[src/rtl/data_mem_mmio.sv]
// Data-memory responder for the single-cycle MIPS core. It combines the
// word-addressed data RAM with a small peripheral page: a free-running cycle
// counter, a GPIO output register, and a TX FIFO that an external
// valid/ready consumer drains.
`timescale 1ns/1ps

module data_mem_mmio #(
    parameter int RAM_WORDS  = 64,
    parameter int FIFO_DEPTH = 4,
    parameter int GPIO_W     = 8
) (
    input  logic              CLK,
    input  logic              Reset,
    input  logic              MemWrite,
    input  logic [31:0]       ALUResult,
    input  logic [31:0]       WriteData,
    output logic [31:0]       ReadData,
    output logic [GPIO_W-1:0] GPIOOut,
    output logic              TxValid,
    output logic [31:0]       TxData,
    input  logic              TxReady
);

    localparam int RAM_AW  = $clog2(RAM_WORDS);
    localparam int FIFO_AW = $clog2(FIFO_DEPTH);
    localparam int CNT_W   = $clog2(FIFO_DEPTH + 1);

    // Word addresses (byte address >> 2) of the peripheral registers
    localparam logic [29:0] W_CYCLE  = 30'h3FFF_C000;
    localparam logic [29:0] W_GPIO   = 30'h3FFF_C001;
    localparam logic [29:0] W_TXDATA = 30'h3FFF_C002;
    localparam logic [29:0] W_STATUS = 30'h3FFF_C003;

    localparam logic [CNT_W-1:0] CNT_FULL = CNT_W'(FIFO_DEPTH);

    logic [31:0]        ram [RAM_WORDS];
    logic [31:0]        fifo_mem [FIFO_DEPTH];
    logic [31:0]        cycle_cnt;
    logic [GPIO_W-1:0]  gpio_q;
    logic [FIFO_AW-1:0] rd_ptr;
    logic [FIFO_AW-1:0] wr_ptr;
    logic [CNT_W-1:0]   count;
    logic               overflow;

    logic [29:0]        word_addr;
    logic [RAM_AW-1:0]  ram_idx;
    logic               in_ram;
    logic               fifo_empty;
    logic               fifo_full;
    logic               push;
    logic               pop;
    logic               push_ok;
    logic               ovf_clear;
    logic [31:0]        status_word;
    logic               unused_addr_lsb;

    assign word_addr       = ALUResult[31:2];
    assign ram_idx         = ALUResult[RAM_AW+1:2];
    // No aliasing: every address bit above the RAM index must be zero
    assign in_ram          = (ALUResult[31:RAM_AW+2] == '0);
    assign unused_addr_lsb = ^ALUResult[1:0];

    assign fifo_empty = (count == '0);
    assign fifo_full  = (count == CNT_FULL);
    assign push       = MemWrite && (word_addr == W_TXDATA);
    assign pop        = TxValid && TxReady;
    // A pop in the same cycle frees the slot, so a push into a full FIFO still lands
    assign push_ok    = push && (!fifo_full || pop);
    assign ovf_clear  = MemWrite && (word_addr == W_STATUS) && WriteData[8];

    assign TxValid = !fifo_empty;
    assign TxData  = fifo_empty ? 32'h0 : fifo_mem[rd_ptr];
    assign GPIOOut = gpio_q;

    assign status_word = {8'h00, 8'(count), 7'h00, overflow, 6'h00, fifo_full, fifo_empty};

    // Combinational load path; old RAM contents are visible during a store
    always_comb begin
        ReadData = 32'h0;
        if (in_ram) begin
            ReadData = ram[ram_idx];
        end else begin
            case (word_addr)
                W_CYCLE:  ReadData = cycle_cnt;
                W_GPIO:   ReadData = 32'(gpio_q);
                W_STATUS: ReadData = status_word;
                default:  ReadData = 32'h0;
            endcase
        end
    end

    // Data RAM store port; contents survive reset
    always_ff @(posedge CLK) begin
        if (MemWrite && in_ram) begin
            ram[ram_idx] <= WriteData;
        end
    end

    // Free-running cycle counter, wraps naturally
    always_ff @(posedge CLK or negedge Reset) begin
        if (!Reset) begin
            cycle_cnt <= 32'h0;
        end else begin
            cycle_cnt <= cycle_cnt + 32'h1;
        end
    end

    // GPIO output register
    always_ff @(posedge CLK or negedge Reset) begin
        if (!Reset) begin
            gpio_q <= '0;
        end else if (MemWrite && (word_addr == W_GPIO)) begin
            gpio_q <= WriteData[GPIO_W-1:0];
        end
    end

    // FIFO storage; stale entries are masked by the empty check on TxData
    always_ff @(posedge CLK) begin
        if (push_ok) begin
            fifo_mem[wr_ptr] <= WriteData;
        end
    end

    // FIFO pointers, occupancy and sticky overflow (a new overflow beats a clear)
    always_ff @(posedge CLK or negedge Reset) begin
        if (!Reset) begin
            rd_ptr   <= '0;
            wr_ptr   <= '0;
            count    <= '0;
            overflow <= 1'b0;
        end else begin
            if (push_ok) begin
                wr_ptr <= wr_ptr + FIFO_AW'(1);
            end
            if (pop) begin
                rd_ptr <= rd_ptr + FIFO_AW'(1);
            end
            if (push_ok && !pop) begin
                count <= count + CNT_W'(1);
            end else if (pop && !push_ok) begin
                count <= count - CNT_W'(1);
            end
            if (push && !push_ok) begin
                overflow <= 1'b1;
            end else if (ovf_clear) begin
                overflow <= 1'b0;
            end
        end
    end

endmodule

[config.mk]
export PLATFORM = sky130hd
export DESIGN_NAME = data_mem_mmio
export DESIGN_NICKNAME = d
export VERILOG_FILES = /design/src/rtl/data_mem_mmio.sv
export SDC_FILE = /design/constraint.sdc
export NUM_CORES = 2
export LEC_CHECK = 0
export CAP_MARGIN = 20
export CORE_MARGIN = 5
export CORE_UTILIZATION = 45
export DETAILED_ROUTE_END_ITERATION = 6
export GPL_ROUTABILITY_DRIVEN = 0
export SYNTH_ARGS = -nofsm -noshare
export SYNTH_HDL_FRONTEND = slang
export SYNTH_SLANG_ARGS = --single-unit
[constraint.sdc]
create_clock -name CLK -period 5.9 [get_ports CLK]
set_input_delay 1.18 -clock CLK [delete_from_list [all_inputs] [get_ports CLK]]
set_output_delay 1.18 -clock CLK [all_outputs]
set_load 0.05 [all_outputs]
== After elaboration in Yosys (flattened, before gate mapping) ==
Memory sizes are Yosys's and may differ from the RTL's.
Cells that the tools add are included.
Word-level totals
  word-level logic and storage cells: 48
  output and inout bits: 73
  bits in registers: 48
  RAM bits: 2176
  input bits: 68
  memories kept: 2
Operators by class
  multiplexer cells: 11
  reductions and logical operators: 19
  equality and inequality tests: 5
  $add $sub $neg: 5
Memories
  ram: words 64, width 32, rd ports 1, clocked after memory_dff 0, wr ports 1, line 36  | logic [31:0] ram [RAM_WORDS];
  fifo_mem: words 4, width 32, rd ports 1, clocked after memory_dff 0, wr ports 1, line 37  | logic [31:0] fifo_mem [FIFO_DEPTH];
Operator list (number)
  $eq A30 B30 Y1 const B: 4
  $pmux W32 S3: 1
  $mux W32: 2
  $add A32 B1 Y32 const B: 1
  $logic_not A24 Y1: 1
  $logic_and A1 B1 Y1: 10
  $mux W1: 6
  $mux W3: 2
  $add A2 B1 Y2 const B: 2
  $logic_not A1 Y1: 4
  $reduce_bool A2 Y1: 2
  $add A3 B1 Y3 const B: 1
  $eq A3 B3 Y1 const B: 1
  $logic_not A3 Y1: 1
  $sub A3 B1 Y3 const B: 1
  $logic_or A1 B1 Y1: 1

== Depth between registers and ports, before layout ==
  depth in word-level cells: 9
  mapped depth: 12
  gate-level depth less buffers: 10

== Least setup slack after synthesis ==
OpenSTA, ideal clock, no wires.
  kind: input to output
  start point: in ALUResult[4]
  end point: out ReadData[31]
  buffers on the path: 5
  required time: 4.720 ns
  stages on the path: 11
  arrival: 3.594 ns
  setup slack: 1.126 ns
  path through: buf_6 -> buf_6 -> buf_6 -> buf_4 -> buf_2 -> a221oi_1 -> o22ai_1 -> nor2_1 -> a211oi_1 -> nor3_1 -> o21ai_0
Between the ends
  cells in the longest elaborated chain, start to end: 3
  elaborated cells on any way between the ends: 6
  those cells by class: eq/ne (3); mux (2); memory (1)
RTL lines
  start: declaration: line 15  | input logic [31:0] ALUResult,
  parallel branches: the longest is 2 deep, another holds $mem_v2 Z64 W32
  $mux W32 *: line 80  | if (in_ram) begin
  end: declaration: line 17  | output logic [31:0] ReadData,
Every way passes the cells marked *.

== Worst setup path after layout ==
  start point: in ALUResult[3]
  end point: out ReadData[29]
Same word-level chain as after synthesis.

==> results.md <==
- Gr usage total: 0.276
- Top FF cell, synth: edfxtp_1
- Starting DRT DRC Count: between 7000 and 8000
- Sink Count: 2224
- Sequential fraction of design power: 0.530
- Area of the multi-input gates: around 0.019 mm²
- CP arrival: between 4 and 5 ns
- Ys Warns: 0
- Final cell count without fillers: ~7900
- Fmax: ~0.17 GHz
- Worst path required time: between 4 and 5 ns
- Sum Neg Setup Slack: 0 ns
- DRT Pass-1 Iters: 7
- Post-DRT Antenna Nets: 0
- First-pass GRT wire length: ~390 mm
- Worst-Skew Late Latency: 0.86 ns
- CTS clk-pin slew, worst paths: around 0.060 ns
- Worst hold path type: in2async
- Max clock buf depth: 3
- Sequential Area: between 0.06 and 0.07 mm²
- Failing checks: DRC
- CTS tree: yes
- Part of the power in combinational logic: 0.059
- Kind of critical path: in2out
- Post-synthesis sequential area ratio: 0.771
- Number of synthesized flops with an enable pin: about 2200
- Power Density: about 320 mW/mm²
- Row count: 160
- IR drop worst, VDD: about 0.29 mV
- Max Cap Violations: 0
- Minimum clock period: between 5 and 6 ns
- Syn Inst Count: approximately 4700
- Die Y: 448 µm
- Wire length per cell: around 35 µm
- Leakage: ~33 nW
- Post-layout instance area: around 0.10 mm²
- Ys async rst share: 0.0216
- Yosys reg bits: 2224
- Post-DP HPWL: 168 mm
- Cell Int Power: about 25 mW
- Largest fanout on the critical path: 38
- Area after DPL: between 0.09 and 0.1 mm²
- DIE AREA: 0.201 mm²
- Final setup vio count: 0
- Post-CTS Hold Fix Bufs: 0
- Slowest cell on crit path: and2b_4
- Startpoint Class: input port
- Number of port buffers: between 100 and 150
- NetSw: roughly 7.3 mW
- Root Buffer: clkbuf_16
- Placed cell count: around 7500
- Total gr overflow: 0
- Setup bufs post-CTS: 0
- Syn Area/Cell: 18.4 µm²
- Worst slew pin tran: ~1.1 ns
- Vias per cell: approximately 6.5
- Vias in the first global route: between 40000 and 50000
- Initial antenna violation count: 19
- Largest stage delay, worst path: a little over 0.6 ns
- Area Growth Syn to Fin: 17.1%
- Vias: roughly 51000
- CP Capture Type: output port
- Clock Skew: roughly 0.015 ns
- Post-Place Setup Slack: -0.222 ns
- Nets: approximately 5300
- I/O pin count: around 140
- Mapped Area: 0.0863 mm²
- Share of cells above drive strength 1: 0.227
- Period utilization: 0.993
- H-Tree Depth: 4
- Post-synthesis net count: 4769
- Initial Util: 0.453
- Die Wd: 448 µm
- Slew Viols, Final: 0
- CTS Buf Count: 220
- Setup ws final: 0.0436 ns
- Sw Ratio: 0.225
- Worst rel slew slack: 0.255
- RSZ-0062 raised after global routing: false
- Core Area: ~0.19 mm²
- Util after Layout: 0.531
- Post-synthesis cell type count: 76
- Filler instances: between 10000 and 15000
- Post-Route WL: about 280 mm
- Clock Power Share: 0.411
- Most frequent CP cell: buf_4
- Worst-path cell chain: buf_8 -> and2b_4 -> buf_4 -> a221oi_1 -> o22ai_1 -> nand2_1 -> o2111a_1 -> a31oi_1 -> buf_4 -> buf_12
- DRC viols: 1
- Outcome: finished, violations left
- Pin count of the biggest net entering global routing: 70
- Final Hold Viols: 0
==> sequential cells by signal, indices dropped and copies added, names as in the netlist <==
signal,count
count,3
ram,2048
rd_ptr,2
GPIOOut,8
cycle_cnt,32
fifo_mem,128
overflow,1
wr_ptr,2
==> repair_timing <==
item                       in CTS  in global routing
gates cloned                    0                  0
pin swaps                       0                  0
resized for setup               2                  1
setup endpoints to repair       2                  1
==> routing by layer <==
metal	share of wire	GRT usage	vias up	routed length [µm]
met5	0.00014	0	-	39
met4	0.041	0.102	6	11500
met3	0.12	0.0639	590	33700
met2	0.45	0.423	3518	127000
met1	0.38	0.388	26600	108000
li1	-	-	20400	-
==> power by group through the flow <==
stage | registers, mW | logic, mW | clock network (mW)
6_report | 17.3 | 1.93 | 13.4
3_3_place_gp | 17.7 | 1.86 | 0
4_1_cts | 17.3 | 1.89 | 13.5
5_1_grt | 17.3 | 1.98 | 14.2
2_1_floorplan | 17.7 | 0.784 | 0
3_5_place_dp | 17.7 | 1.88 | 0
==> synthesized netlist by cell type (all sizes together), types with 7 or more instances <==
master	instances	area, µm²
xnor2	25	219
a221oi	294	2610
o22a	12	105
inv	9	33.8
mux2	151	1720
o22ai	117	732
and3	8	50.1
nor4	18	113
edfxtp	2176	65300
o21ai	141	706
xor2	11	96.3
buf	212	1350
nor2	217	822
o2bb2ai	19	166
nor3	22	141
a21oi	127	636
o221ai	16	140
and2	41	257
nand2	129	489
a22o	53	464
or2	7	43.8
a31oi	22	138
o211ai	10	75.1
dfrtp	48	1200
nand3	33	165
nand4	18	113
a22oi	121	908
mux4	141	3210
mux2i	299	2990
a221o	24	240
clkbuf	108	405
==> placed cells by master (no fill, tap or decap), types with 53 or more instances in the layout <==
master           netlist  routed
nor2_4                 1      69
a21oi_1              127     127
o21ai_0              141     141
mux2i_1              299     299
mux2_2               146     146
clkdlybuf4s50_1        0      70
a22o_1                53      53
edfxtp_1            2176    2176
clkinv_1               0      61
nand2_1              127     126
nor2_1               216     145
buf_12                 2     103
a221oi_1             289     288
clkbuf_16              0     221
mux4_2               131     131
o22ai_1              117     117
a22oi_1              121     121
buf_4                 42     382
==> layout make-up <==
type,instances,share of cell area
sequential,2224,0.659
multi-input combinational,2141,0.183
timing repair buffer,592,0.0581
clock buffer,264,0.0564
tap,2511,0.0311
clock inverter,143,0.0114
inverter,9,0.000458
antenna,11,0.000273
==> stage by stage <==
stage	hold slack (ns)	power, mW
2_1_floorplan	0.445	18.5
3_3_place_gp	0.462	19.5
3_5_place_dp	0.468	19.6
4_1_cts	0.381	32.8
5_1_grt	0.451	33.5
6_report	0.416	32.7
==> cell families (layout without fill, tap and decap cells) <==
group                    Yosys count  count (layout)  synth area share
AO/OA/AOI/OAI                    985             985            0.0832
XOR/XNOR                          36              36           0.00366
adder cells (fa/ha/maj)            7               7           0.00110
buffers and inverters            329            1008            0.0207
flip-flops                      2224            2224             0.771
multiplexers                     591             591            0.0918
other                              0              11                 0
AND/OR/NAND/NOR                  522             522            0.0280
==> worst max-delay path, delay by kind of cell <==
kind,cells,cell delay (ns)
and+or+nand+nor,2,0.84
buffers and inverters,4,1.19
AOI/OAI and AO/OA,4,1.33
==> final timing paths <==
path                       slack, ns  depth (start not counted)           from       endpoint
max in group asynchronous       5.02                          2          Reset      rd_ptr[0]
min reg2reg                     0.48                          1  cycle_cnt[31]  cycle_cnt[31]
min in group CLK                0.48                          1  cycle_cnt[31]  cycle_cnt[31]
max reg2reg                     3.51                         10       count[0]       count[2]
max                             0.04                         10   ALUResult[3]   ReadData[29]
min                             0.42                          2          Reset  cycle_cnt[31]
No activity file was read; power rests on OpenSTA's default activity.
